### src/rtl/isp1362_bus_arbiter.sv
// Shares one ISP1362 bus between HC and DC Avalon-MM requesters with a timed CS_N/RD_N/WR_N cycle; ack after 1+SETUP+STROBE+HOLD cycles.
// Requesters stall on waitrequest until their access acks; default round-robin, ISP1362_DC_PRIORITY_EN makes DC win every tie.
module isp1362_bus_arbiter #(
    parameter int SETUP_CYC    = 1,
    parameter int STROBE_CYC   = 3,
    parameter int HOLD_CYC     = 1,
    parameter int RECOVERY_CYC = 4,
    parameter int CNT_W        = 4
) (
    input  logic        iCLK,
    input  logic        iRST_N,
    input  logic        hc_addr,
    input  logic        hc_read,
    input  logic        hc_write,
    input  logic [15:0] hc_writedata,
    output logic [15:0] hc_readdata,
    output logic        hc_waitrequest,
    output logic        hc_irq_n,
    input  logic        dc_addr,
    input  logic        dc_read,
    input  logic        dc_write,
    input  logic [15:0] dc_writedata,
    output logic [15:0] dc_readdata,
    output logic        dc_waitrequest,
    output logic        dc_irq_n,
    output logic [1:0]  USB_ADDR,
    output logic        USB_CS_N,
    output logic        USB_RD_N,
    output logic        USB_WR_N,
    output logic [15:0] USB_DATA_OUT,
    output logic        USB_DATA_OE,
    input  logic [15:0] USB_DATA_IN,
    input  logic        USB_INT0,
    input  logic        USB_INT1
);

    localparam logic [CNT_W-1:0] SETUP_LD    = CNT_W'(SETUP_CYC);
    localparam logic [CNT_W-1:0] STROBE_LD   = CNT_W'(STROBE_CYC);
    localparam logic [CNT_W-1:0] HOLD_LD     = CNT_W'(HOLD_CYC);
    localparam logic [CNT_W-1:0] RECOVERY_LD = CNT_W'(RECOVERY_CYC);

    typedef enum logic [2:0] {
        S_IDLE,
        S_SETUP,
        S_STROBE,
        S_HOLD,
        S_RECOVER
    } state_t;

    state_t           state_q, state_d;
    logic [CNT_W-1:0] cnt_q, cnt_d;

    logic        hc_req, dc_req, accept, grant_dc, phase_done, strobe_last, bus_active_d;
    logic        sel_dc_q, sel_dc_d;
    logic        addr_q, addr_d;
    logic        wr_q, wr_d;
    logic [15:0] wdata_q, wdata_d;
    logic        cs_n_q, cs_n_d, rd_n_q, rd_n_d, wr_n_q, wr_n_d, oe_q, oe_d;
    logic        hc_ack_q, hc_ack_d, dc_ack_q, dc_ack_d;
    logic [15:0] hc_rdata_q, dc_rdata_q;
    logic [1:0]  hc_irq_sync_q, dc_irq_sync_q;

    assign hc_req      = hc_read | hc_write;
    assign dc_req      = dc_read | dc_write;
    assign accept      = (state_q == S_IDLE) && (hc_req || dc_req);
    assign phase_done  = (cnt_q == CNT_W'(1));
    assign strobe_last = (state_q == S_STROBE) && phase_done;

`ifdef ISP1362_DC_PRIORITY_EN
    assign grant_dc = dc_req;
`else
    logic last_grant_q;  // 1 = DC was granted last

    assign grant_dc = (hc_req && dc_req) ? ~last_grant_q : dc_req;

    always_ff @(posedge iCLK or negedge iRST_N) begin
        if (!iRST_N) begin
            last_grant_q <= 1'b1;
        end else if (accept) begin
            last_grant_q <= grant_dc;
        end
    end
`endif

    always_ff @(posedge iCLK or negedge iRST_N) begin
        if (!iRST_N) begin
            state_q <= S_IDLE;
            cnt_q   <= '0;
        end else begin
            state_q <= state_d;
            cnt_q   <= cnt_d;
        end
    end

    always_comb begin
        state_d = state_q;
        cnt_d   = cnt_q - CNT_W'(1);
        unique case (state_q)
            S_IDLE: begin
                cnt_d = cnt_q;
                if (accept) begin
                    state_d = S_SETUP;
                    cnt_d   = SETUP_LD;
                end
            end
            S_SETUP: if (phase_done) begin
                state_d = S_STROBE;
                cnt_d   = STROBE_LD;
            end
            S_STROBE: if (phase_done) begin
                state_d = S_HOLD;
                cnt_d   = HOLD_LD;
            end
            S_HOLD: if (phase_done) begin
                state_d = S_RECOVER;
                cnt_d   = RECOVERY_LD;
            end
            S_RECOVER: if (phase_done) begin
                state_d = S_IDLE;
                cnt_d   = '0;
            end
            default: begin
                state_d = S_IDLE;
                cnt_d   = '0;
            end
        endcase
    end

    // Pin controls are computed from the next state so the pads switch on the phase-entry edge.
    always_comb begin
        sel_dc_d = sel_dc_q;
        addr_d   = addr_q;
        wr_d     = wr_q;
        wdata_d  = wdata_q;
        if (accept) begin
            sel_dc_d = grant_dc;
            addr_d   = grant_dc ? dc_addr  : hc_addr;
            wr_d     = grant_dc ? dc_write : hc_write;
            if (wr_d) begin
                wdata_d = grant_dc ? dc_writedata : hc_writedata;
            end
        end
        bus_active_d = (state_d == S_SETUP) || (state_d == S_STROBE) || (state_d == S_HOLD);
        cs_n_d   = ~bus_active_d;
        rd_n_d   = ~((state_d == S_STROBE) && !wr_d);
        wr_n_d   = ~((state_d == S_STROBE) &&  wr_d);
        oe_d     = bus_active_d && wr_d;
        hc_ack_d = (state_q == S_HOLD) && (state_d == S_RECOVER) && !sel_dc_q;
        dc_ack_d = (state_q == S_HOLD) && (state_d == S_RECOVER) &&  sel_dc_q;
    end

    always_ff @(posedge iCLK or negedge iRST_N) begin
        if (!iRST_N) begin
            sel_dc_q      <= 1'b0;
            addr_q        <= 1'b0;
            wr_q          <= 1'b0;
            wdata_q       <= '0;
            cs_n_q        <= 1'b1;
            rd_n_q        <= 1'b1;
            wr_n_q        <= 1'b1;
            oe_q          <= 1'b0;
            hc_ack_q      <= 1'b0;
            dc_ack_q      <= 1'b0;
            hc_rdata_q    <= '0;
            dc_rdata_q    <= '0;
            hc_irq_sync_q <= 2'b11;
            dc_irq_sync_q <= 2'b11;
        end else begin
            sel_dc_q      <= sel_dc_d;
            addr_q        <= addr_d;
            wr_q          <= wr_d;
            wdata_q       <= wdata_d;
            cs_n_q        <= cs_n_d;
            rd_n_q        <= rd_n_d;
            wr_n_q        <= wr_n_d;
            oe_q          <= oe_d;
            hc_ack_q      <= hc_ack_d;
            dc_ack_q      <= dc_ack_d;
            hc_irq_sync_q <= {hc_irq_sync_q[0], USB_INT0};
            dc_irq_sync_q <= {dc_irq_sync_q[0], USB_INT1};
            if (strobe_last && !wr_q) begin
                if (sel_dc_q) begin
                    dc_rdata_q <= USB_DATA_IN;
                end else begin
                    hc_rdata_q <= USB_DATA_IN;
                end
            end
        end
    end

    assign hc_waitrequest = hc_req & ~hc_ack_q;
    assign dc_waitrequest = dc_req & ~dc_ack_q;
    assign hc_readdata    = hc_rdata_q;
    assign dc_readdata    = dc_rdata_q;
    assign hc_irq_n       = hc_irq_sync_q[1];
    assign dc_irq_n       = dc_irq_sync_q[1];
    assign USB_ADDR       = {sel_dc_q, addr_q};
    assign USB_CS_N       = cs_n_q;
    assign USB_RD_N       = rd_n_q;
    assign USB_WR_N       = wr_n_q;
    assign USB_DATA_OUT   = wdata_q;
    assign USB_DATA_OE    = oe_q;

endmodule
### config.mk
export PLATFORM = sky130hd
export DESIGN_NAME = isp1362_bus_arbiter
export DESIGN_NICKNAME = d
export VERILOG_FILES = /design/src/rtl/isp1362_bus_arbiter.sv
export SDC_FILE = /design/constraint.sdc
export NUM_CORES = 1
export LEC_CHECK = 0
export CAP_MARGIN = 20
export CORE_ASPECT_RATIO = 0.5
export CORE_MARGIN = 5
export CORE_UTILIZATION = 25
export DETAILED_ROUTE_END_ITERATION = 16
export DONT_BUFFER_PORTS = 1
export PLACE_DENSITY_LB_ADDON = 0.05
export REMOVE_ABC_BUFFERS = 1
export SYNTH_ARGS = -nofsm -noshare
export SYNTH_HDL_FRONTEND = slang
export SYNTH_SLANG_ARGS = --single-unit
### constraint.sdc
create_clock -name iCLK -period 2.6 [get_ports iCLK]
set_input_delay 0.39 -clock iCLK [delete_from_list [all_inputs] [get_ports iCLK]]
set_output_delay 0.39 -clock iCLK [all_outputs]
set_load 0.01 [all_outputs]
Word-level counts from Yosys, hierarchy flattened
Cells that the tools add are included.

Muxes and demuxes: 17. Equality and inequality tests: 10. Bitwise operators: 11. Reduce and logical (&&, ||, !) cells: 20. Add/sub/neg operators: 1.

Operators by type and width (count): $mux W4 (5); $pmux W4 S5 (1); $mux W16 (1); $mux W3 (5); $pmux W3 S5 (1); $eq A3 B2 Y1 const B (4); $logic_and A1 B1 Y1 (10); $not A1 Y1 (7); $eq A3 B1 Y1 const B (2); $eq A3 B3 Y1 const B (2); $reduce_and A2 Y1 (3); $eq A4 B1 Y1 const B (1); $mux W1 (4); $sub A4 B1 Y4 const B (1); $logic_not A1 Y1 (3); $logic_not A3 Y1 (1); $logic_or A1 B1 Y1 (3); $and A1 B1 Y1 (2); $ne A2 B2 Y1 const B (1); $or A1 B1 Y1 (2).

Input port bits: 58. Bits in registers: 69. Logic and storage cells: 76. Output and inout bits: 58.

Depth between registers and ports, before layout
Gate-level depths: netlist of the first run.

Word-level depth: 9. Gate-level depth with buffers: 9. Gate-level depth less buffers: 6.

Worst setup path before layout of the first run
OpenSTA, ideal clock, no wires.

Path kind: register to register. From: register cnt_q[1]. To: register hc_rdata_q[10] (netlist: hc_readdata[10]). Path slack: 0.389 ns. Stages on the path, launching flop included: 10. Required time: 2.475 ns. Arrival: 2.086 ns. Cells stage by stage: dfrtp_1 -> inv_1 -> ha_1 -> or3b_1 -> buf_6 -> nor3b_4 -> and3b_1 -> buf_6 -> buf_12 -> mux2_4.

Longest elaborated chain between the ends: 4.

Ends and longest elaborated chain: start: declaration (RTL line 51) `logic [CNT_W-1:0] cnt_q, cnt_d;`; start signal: assignment (RTL line 91) `cnt_q <= cnt_d;`; $eq A4 B1 Y1 (RTL line 66) `assign phase_done = (cnt_q == CNT_W'(1));`; $logic_and A1 B1 Y1 (RTL line 67) `assign strobe_last = (state_q == S_STROBE) && phase_done;`; $logic_and A1 B1 Y1 (RTL line 181) `if (strobe_last && !wr_q) begin`; $reduce_and A2 Y1 (no line); end signal: assignment (RTL line 164) `hc_rdata_q <= '0;`; end signal: assignment (RTL line 185) `hc_rdata_q <= USB_DATA_IN;`; end: declaration (RTL line 60) `logic [15:0] hc_rdata_q, dc_rdata_q;`.

No other way between the ends. A chain may end at the register's enable or synchronous reset.

Worst setup path after layout of the first run
From: register cnt_q[1]. To: register hc_rdata_q[1] (netlist: hc_readdata[1]).

Same word-level chain as after synthesis.

==> results of run 1 <==
[placed cells by master, fill, tap and decap left out, types with 2 or more instances in the layout]
cell       count
clkinv_4       2
nor3_1         4
dfstp_2        8
nor2_1        15
nand2b_1       3
o21ai_0       22
a211o_1        2
mux2_4        10
ha_1           2
buf_4          3
dfrtp_1       61
a21o_1         2
bufinv_16      3
nand2_1       25
a21boi_0       2
clkbuf_16      9
mux2i_1       17
a21oi_1        6
mux2_2        22
inv_1          3
[through the flow]
| stage | hold WS, ns | std cells | TNS (ns) | setup slack [ns] |
|---|---|---|---|---|
| 2_1_floorplan | 0.09441 | 225 | -2.919 | -0.1697 |
| 3_5_place_dp | 0.09690 | 394 | 0 | 0.2332 |
| 6_report | 0.05382 | 412 | 0 | 0.2288 |
| 4_1_cts | 0.03493 | 412 | 0 | 0.2238 |
| 5_1_grt | 0.03433 | 412 | 0 | 0.1068 |
| 3_3_place_gp | 0.09683 | 394 | 0 | 0.2976 |
[final timing paths]
| check | end | slack, ns | from | cells after the start |
|---|---|---|---|---|
| worst max-delay path | hc_readdata[1] | 0.23 | cnt_q[1] | 7 |
| worst min-delay path | dc_irq_sync_q[0] | 0.05 | USB_INT1 | 0 |
| worst max register to register | hc_readdata[1] | 0.23 | cnt_q[1] | 7 |
| worst min register to register | hc_irq_sync_q[1] | 0.35 | hc_irq_sync_q[0] | 0 |
| max in group asynchronous | dc_irq_sync_q[1] | 1.67 | iRST_N | 2 |
| min in group asynchronous | hc_ack_q | 0.60 | iRST_N | 2 |
[critical path: cells and delay by family, from the launching register on]
kind	cells	cell delay [ns]
flops	1	0.37
buf+inv	2	0.28
fa+ha+maj	1	0.19
mux	1	0.35
simple gates	3	1.05
[routing by layer]
metal,GRT usage [%],vias up
li1,-,843
met1,11.23,894
met2,15.50,64
met3,4.419,10
met4,3.623,0
met5,0,-
[power by group]
group          internal [W]  leakage (nW)  switching, W
Clock              0.000939         0.167      0.000468
Combinational      0.000598         0.554      0.000544
Sequential          0.00158         0.821      0.000614
[state kept, by name, indices dropped and copies added, names as in the netlist]
name,flops
USB_CS_N,1
USB_DATA_OE,1
USB_DATA_OUT,16
USB_RD_N,1
USB_WR_N,1
addr_q,1
cnt_q,4
dc_ack_q,1
dc_irq_sync_q,2
dc_readdata,16
hc_ack_q,1
hc_irq_sync_q,2
hc_readdata,16
last_grant_q,1
sel_dc_q,1
state_q,3
wr_q,1
[layout make-up]
| cell class | instances | area share (%) |
|---|---|---|
| Sequential cell | 69 | 49.01 |
| Multi-Input combinational cell | 153 | 32.94 |
| Clock buffer | 10 | 6.462 |
| Tap cell | 165 | 5.826 |
| Clock inverter | 6 | 3.178 |
| Timing Repair Buffer | 6 | 2.260 |
| Inverter | 3 | 0.3178 |
[repair_timing]
item	in CTS	in global routing
setup buffers	0	0
hold buffers	2	0
hold endpoints to repair	69	0
endpoints found under the setup margin	0	0
[cell families (layout without fill, tap and decap cells)]
| logic type | after synthesis | count (layout) |
|---|---|---|
| adders and majority gates | 2 | 2 |
| buffers and inverters | 19 | 25 |
| DFF | 69 | 69 |
| xor gates and xnor gates | 2 | 2 |
| AOI/OAI and AO/OA | 40 | 40 |
| muxes | 49 | 49 |
| and+or+nand+nor | 60 | 60 |
==> results.toml, run 1 <==
[power]
power_w = 0.004744
vdd_drop_max_v = 0.0002891
leakage_nw = 1.541
pwr_density_cell_nw_per_um2 = 1339

[clocking]
cts_buffers = 9
htree_levels = 3
ctsResizeCount = 0
path_clk_slew_ns = 0.06
root_buffer = "clkbuf_16"
clock_sinks = 69
insertion_delay_ns = 0.33
cts_tree = "done"
cts_buffer_depth = 2

[routing]
met1_length_microns = 2854
vias = 1811
antenna_left = 0
viasPerCell = 4.396
wl_per_cell_microns = 16.60
drc = 0
route.met2.wl_microns = 3241
topRoutingLayerUsed = "met4"
drtIter0Drc = 115
dr.pass1.iters = 4
routed-wl-met3_microns = 629
drt_wl_total_microns = 6839

[synth]
synthTopCellsByCount = "dfrtp_1, nand2_1, o21ai_0, mux2_2, mux2i_1"
synthTopCellsByArea = "dfrtp_1, mux2_2, dfstp_2"
synth-seq-area-share_pct = 57.62
yosys_most_used_dff = "dfrtp_1"
yosysWarningCount = 0
netlist_area_sq_um = 3014
synth-simple-area-share_pct = 10.42
synthMuxAreaShare_pct = 18.85
synth-xor-area-share_pct = 0.5812
synth_edf_count = 0
synth.largest_area_cell = "dfrtp_1"
synth_top_cell_area_share_pct = 50.64
synth-adder-area-share_pct = 0.8302
synthArstFlopShare_pct = 100.0
syn_area_per_cell_sq_um = 12.51
netlist_instances = 241
synth_top_family_by_area = "multiplexers"
synth_compound_area_share_pct = 7.721
synth_most_common_cell = "dfrtp_1"
synth_cell_types = 40
synth_seq_cells = 69

[cells_and_area]
multi_input_area_sq_um = 1167
regArea_sq_um = 1737
n_antenna_cell = 0
finalNetCount = 302
postLayoutCellArea_sq_um = 3543
nFillCells = 1200
layout-drive-gt1-share_pct = 27.13
fin_util_pct = 30.01
synthToLayoutAreaGrowth_pct = 17.56

[global_routing]
grt.total_usage_pct = 9.567
antenna_found_initial = 0
grt_first_pass_wirelength_microns = 10410
grt_remaining_overflow = 0
grt_max_degree = 70
first_global_vias = 1970

[sta]
setup_viol = 0
skew_ns = 0.008034
final-hold-violation-count = 0
finalMaxSlewViolations = 0
worst_slew_pin_slew_ns = 0.7073
rsz0062_at_grt = "no"
fmax_mhz = 421.7
period_minus_slack_ns = 2.371
relSlewSlack_pct = 52.84
period_share_pct = 91.20

[worst_setup_path]
arrival_ns = 2.58
critical_path_class = "register to register"
cp_max_fo = 16
cp_slowest_cell = "or3b_1"
crit_chain = "inv_1, ha_1, or3b_1, nor3b_4, and3b_1, buf_12, mux2_2"
cp-end-kind = "register"
slowest_delay_ns = 0.49
worstSetupStartpointType = "register"
worstPathRequired_ns = 2.81

[die]
io_pins = 116
die_w_microns = 165.3
start_util_pct = 25.53
die_area_sq_um = 14490
die_y_microns = 87.64
num_rows = 28
core_area_sq_um = 11810

[placed_design]
port_buffers = 0
placed_area_sq_um = 3164
gp_congestion = 0.7355
dpl.hpwl_microns = 4762

[flow_run]
drv_cap = 0

[hold_path]
min_path_type = "input port to register"

[outcome]
status = "completed"
Note: power is estimated with default switching activity, not from simulation.
==> run 2: changes to the inputs <==
ABC_AREA = 1   (was not set)
CORE_UTILIZATION = 60   (was 25)
GPL_TIMING_DRIVEN = 1   (was not set)
==> results.toml, run 2 <==
[outcome]
status = "completed"

[synth]
yosys_most_used_dff = "dfrtp_1"
synthTopCellsByCount = "nand2_1, dfrtp_1, o21ai_2, inv_1, nand2_2"
synth.largest_area_cell = "dfrtp_1"
synth_cell_types = 30
yosysWarningCount = 0
synth_edf_count = 0
synth_top_cell_area_share_pct = 46.26
netlist_instances = 353
synthTopCellsByArea = "dfrtp_1, nand2_1, o21ai_2"
netlist_area_sq_um = 3299
synth_most_common_cell = "nand2_1"
synth-seq-area-share_pct = 52.64
syn_area_per_cell_sq_um = 9.347
synth_seq_cells = 69
synthArstFlopShare_pct = 100.0

[cells_and_area]
layout-drive-gt1-share_pct = 28.97
finalNetCount = 414
layout_commonest_cell = "nand2_1"
postLayoutCellArea_sq_um = 3476
n_antenna_cell = 0
final_cell_mix = "nand2_1, dfrtp_1, o21ai_2"
synthToLayoutAreaGrowth_pct = 5.347

[worst_setup_path]
worstReg2RegStart = "state_q[1]"
cp_max_fo = 21
worstSetupStartpointType = "register"
critical_path_class = "register to register"
worstPathRequired_ns = 2.88
rr_worst_depth = 7
arrival_ns = 2.05
cp-end-kind = "register"
ff2ff_setup_slack_ns = 0.82
worst_r2r_endpoint = "USB_DATA_OE"

[clocking]
path_clk_slew_ns = 0.08
ctsResizeCount = 0
insertion_delay_ns = 0.34
cts_tree = "done"
clock_sinks = 69
root_buffer = "clkbuf_8"
cts_buffer_depth = 2
cts_buffers = 9
htree_levels = 3

[die]
num_rows = 19
core_area_sq_um = 5396
io_pins = 116
die_area_sq_um = 7172
die_y_microns = 62.44
die_w_microns = 114.9
start_util_pct = 61.14

[routing]
drc = 0
drtIter0Drc = 169
viasPerCell = 5.231
vias = 2260
drt_wl_total_microns = 6744
antenna_left = 0
wl_per_cell_microns = 15.61
dr.pass1.iters = 4

[sta]
period_share_pct = 68.28
rsz0062_at_grt = "no"
setup_viol = 0
fin_setup_tns_ns = 0
worst_slew_pin_slew_ns = 0.5320
finalMaxSlewViolations = 0
fmax_mhz = 563.3
fin_hold_ws_ns = 0.03465
relSlewSlack_pct = 64.45
period_minus_slack_ns = 1.775
skew_ns = 0.01072
final-hold-violation-count = 0

[hold_path]
min_to = "dc_irq_sync_q[0]"
hold_start = "USB_INT1"
min_path_type = "input port to register"
min_path_cells = 0

[placed_design]
dpl.hpwl_microns = 4794
placed_area_sq_um = 3263
gp_congestion = 0.8536
port_buffers = 0

[global_routing]
grt_remaining_overflow = 0
first_global_vias = 2337
grt_max_degree = 70
grt_first_pass_wirelength_microns = 11520
grt.total_usage_pct = 20.07
antenna_found_initial = 0

[power]
pwr_density_cell_nw_per_um2 = 1256
vdd_drop_max_v = 0.0005406
leakage_nw = 1.765

[flow_run]
drv_cap = 0
==> run 2: worst max path at each step <==
stage,start,endpoint,slack (ns),cells after the start
3_5_place_dp,state_q[1],USB_DATA_OE,0.85,7
5_1_grt,state_q[1],USB_DATA_OE,0.63,7
3_3_place_gp,state_q[1],USB_DATA_OE,0.86,7
4_1_cts,state_q[1],USB_DATA_OE,0.81,7
2_1_floorplan,cnt_q[1],dc_readdata[0],0.82,7
6_report,state_q[1],USB_DATA_OE,0.82,7
==> run 2: logic make-up (layout without fill, tap and decap cells) <==
| group | after synthesis | count (layout) | synth area share (%) |
|---|---|---|---|
| simple gates | 190 | 190 | 27.61 |
| flops | 69 | 69 | 52.64 |
| compound gates | 44 | 44 | 10.66 |
| xor+xnor | 1 | 1 | 0.2655 |
| fa+ha+maj | 2 | 2 | 0.7583 |
| buf+inv | 47 | 53 | 8.077 |
==> run 2: per-stage QoR <==
step | power (W) | worst slack, ns | instances | util [%]
after detailed placement | 0.003599 | 0.8512 | 414 | 60.47
after global routing | 0.004728 | 0.6333 | 432 | 64.41
final | 0.004367 | 0.8246 | 432 | 64.41
after global placement | 0.003526 | 0.8554 | 414 | 60.47
after floorplan | 0.003230 | 0.8201 | 339 | -
after CTS | 0.004417 | 0.8141 | 432 | 64.41
==> run 2: worst max-delay path, cell delays in order (launching register included) <==
cell and delay, ns:
dfrtp_1 0.47, nor2_4 0.18, nand2_2 0.10, nor2_4 0.45
nand2_4 0.23, nand2_1 0.15, nand2_1 0.06, inv_1 0.05
==> run 2: metal layers <==
layer / vias to the layer above / share of wire [%] / GRT usage (%)
met2: 109 / 44 / 29.47
met1: 1032 / 43 / 26.65
met4: 0 / 1.5 / 7.613
li1: 1112 / - / -
met5: - / 0 / 0
met3: 7 / 11 / 8.221
==> run 2: what timing repair did <==
| item | CTS | global route |
|---|---|---|
| buffers inserted | 0 | 0 |
| endpoints found under the hold margin | 69 | 0 |
| hold buffers | 2 | 0 |
==> run 2: power by group <==
group / switching, W / total [W] / internal [W]
Sequential: 0.000615 / 0.00218 / 0.00156
Clock: 0.000420 / 0.000773 / 0.000352
Combinational: 0.000868 / 0.00142 / 0.000551
Total: 0.00190 / 0.00437 / 0.00246
==> run 2: cell type report <==
class	count	area (sq um)
Sequential cell	69	1737
Inverter	33	123.9
Clock inverter	6	47.55
Fill cell	460	1921
Timing Repair Buffer	4	52.55
Clock buffer	10	127.6
Tap cell	73	91.34
Multi-Input combinational cell	237	1296
==> run 3: changes to the inputs <==
CORE_UTILIZATION = 57   (was 60)
clock period = 1.5 ns   (was 2.6 ns; I/O delays follow)
==> results.toml, run 3 (synthesis gave the netlist of run 2 again) <==
[outcome]
status = "complete, but fails checks"
violations = "hold timing"

[die]
core_area_sq_um = 5539
num_rows = 19
die_y_microns = 63.80
die_w_microns = 117.6
die_area_sq_um = 7503
io_pins = 116
start_util_pct = 59.57

[routing]
drt_wl_total_microns = 6898
wl_per_cell_microns = 15.57
vias = 2296
drc = 0
antenna_left = 0
viasPerCell = 5.183
dr.pass1.iters = 4
drtIter0Drc = 168

[cells_and_area]
fin_util_pct = 67.20
layout_commonest_cell = "nand2_1"
multi_input_area_sq_um = 1311
finalNetCount = 425
nFillCells = 436
regArea_sq_um = 1738
n_antenna_cell = 0
final_cells = 443
synthToLayoutAreaGrowth_pct = 12.82
final_cell_mix = "nand2_1, dfrtp_1, o21ai_2"
layout-drive-gt1-share_pct = 31.35

[placed_design]
dpl.hpwl_microns = 4777
placed_cells = 422
gp_congestion = 0.8470
port_buffers = 0

[sta]
setup_viol = 0
fmax_mhz = 713.6
final-hold-violation-count = 69
worst_slew_pin_slew_ns = 0.2962
fin_hold_ws_ns = -0.4095
period_share_pct = 93.43
period_minus_slack_ns = 1.401
skew_ns = 0.004613
rsz0062_at_grt = "no"
finalMaxSlewViolations = 0
relSlewSlack_pct = 80.22
fin_setup_tns_ns = 0

[clocking]
cts_tree = "done"
cts_buffer_depth = 2
path_clk_slew_ns = 0.05
htree_levels = 3
cts_buffers = 9
root_buffer = "clkbuf_16"
insertion_delay_ns = 0.33
clock_sinks = 69
holdBufCountCts = 2

[worst_setup_path]
worstPathRequired_ns = 1.72
arrival_ns = 1.62
cp-end-kind = "register"
cp_max_fo = 16
worstSetupStartpointType = "register"
critical_path_class = "register to register"

[global_routing]
grt_max_degree = 70
antenna_found_initial = 0
grt.total_usage_pct = 19.09
grt_first_pass_wirelength_microns = 11450
first_global_vias = 2285
grt_remaining_overflow = 0

[flow_run]
drv_cap = 0

[power]
leakage_nw = 1.901
vdd_drop_max_v = 0.001299
pwr_density_cell_nw_per_um2 = 2280

[hold_path]
min_path_type = "input port to asynchronous set/reset pin"
[run 3: cell types whose count changed in the layout (fill, tap and decap cells not counted), moves of 2 or more]
cell / change
clkinv_2: +2
inv_6: -2
clkbuf_8: -8
clkinvlp_4: -3
buf_12: +2
clkbuf_16: +10
buf_4: +7
[run 3: final timing paths]
path                                  start                to  slack [ns]  cells after the start
max                                cnt_q[2]   dc_readdata[12]         0.1                      7
min                                  iRST_N  USB_DATA_OUT[15]       -0.41                      0
max reg2reg                        cnt_q[2]   dc_readdata[12]         0.1                      7
min reg2reg                dc_irq_sync_q[0]  dc_irq_sync_q[1]        0.36                      0
max in group asynchronous            iRST_N  dc_irq_sync_q[1]        1.70                      0
min in group iCLK                   dc_addr            addr_q        0.07                      2
[run 3: critical path, stage by stage, from the launching register on]
cell     delay [ns]
dfrtp_1        0.44
nor2_4         0.18
nand2_4        0.09
nor3_4         0.15
nand2_2        0.12
buf_12         0.18
nand2_2        0.07
o21ai_2        0.05
[run 3: area by class of cell]
type	count	area share, %
Clock buffer	12	6.622
Clock inverter	4	1.277
Inverter	33	3.328
Multi-Input combinational cell	237	35.23
Sequential cell	69	46.69
Tap cell	73	2.454
Timing Repair Buffer	15	4.403
[run 3: metal layers]
metal / vias up / wire, microns / share of wire [%] / GRT usage, %
li1: 1137 / - / - / -
met1: 1068 / 2968 / 43 / 22.90
met2: 82 / 3039 / 44 / 29.51
met3: 9 / 804 / 12 / 10.66
met4: 0 / 85 / 1.2 / 6.438
met5: - / 0 / 0 / 0
[run 3: repair_timing]
action,4_1_cts,5_1_grt
pin swaps,0,3
resized for setup,1,4
endpoints found under the hold margin,71,69
setup buffers,0,2
cloned,0,1
setup endpoints to repair,4,54
[run 3: power breakdown]
| part | switching, W | internal (W) |
|---|---|---|
| clock network | 0.000751 | 0.00133 |
| registers | 0.00102 | 0.00272 |
| logic | 0.00153 | 0.00114 |
[run 3: stage by stage]
stage	hold WS (ns)	setup slack, ns	total power, W	cell area [sq um]
2_1_floorplan	-0.07059	-0.2799	0.005599	3157
5_1_grt	-0.4274	0.0003898	0.009165	3722
4_1_cts	-0.4186	0.01180	0.008509	3665
3_5_place_dp	-0.06950	0.003872	0.006378	3348
3_3_place_gp	-0.06898	0.05665	0.006271	3348
6_report	-0.4095	0.09856	0.008487	3722
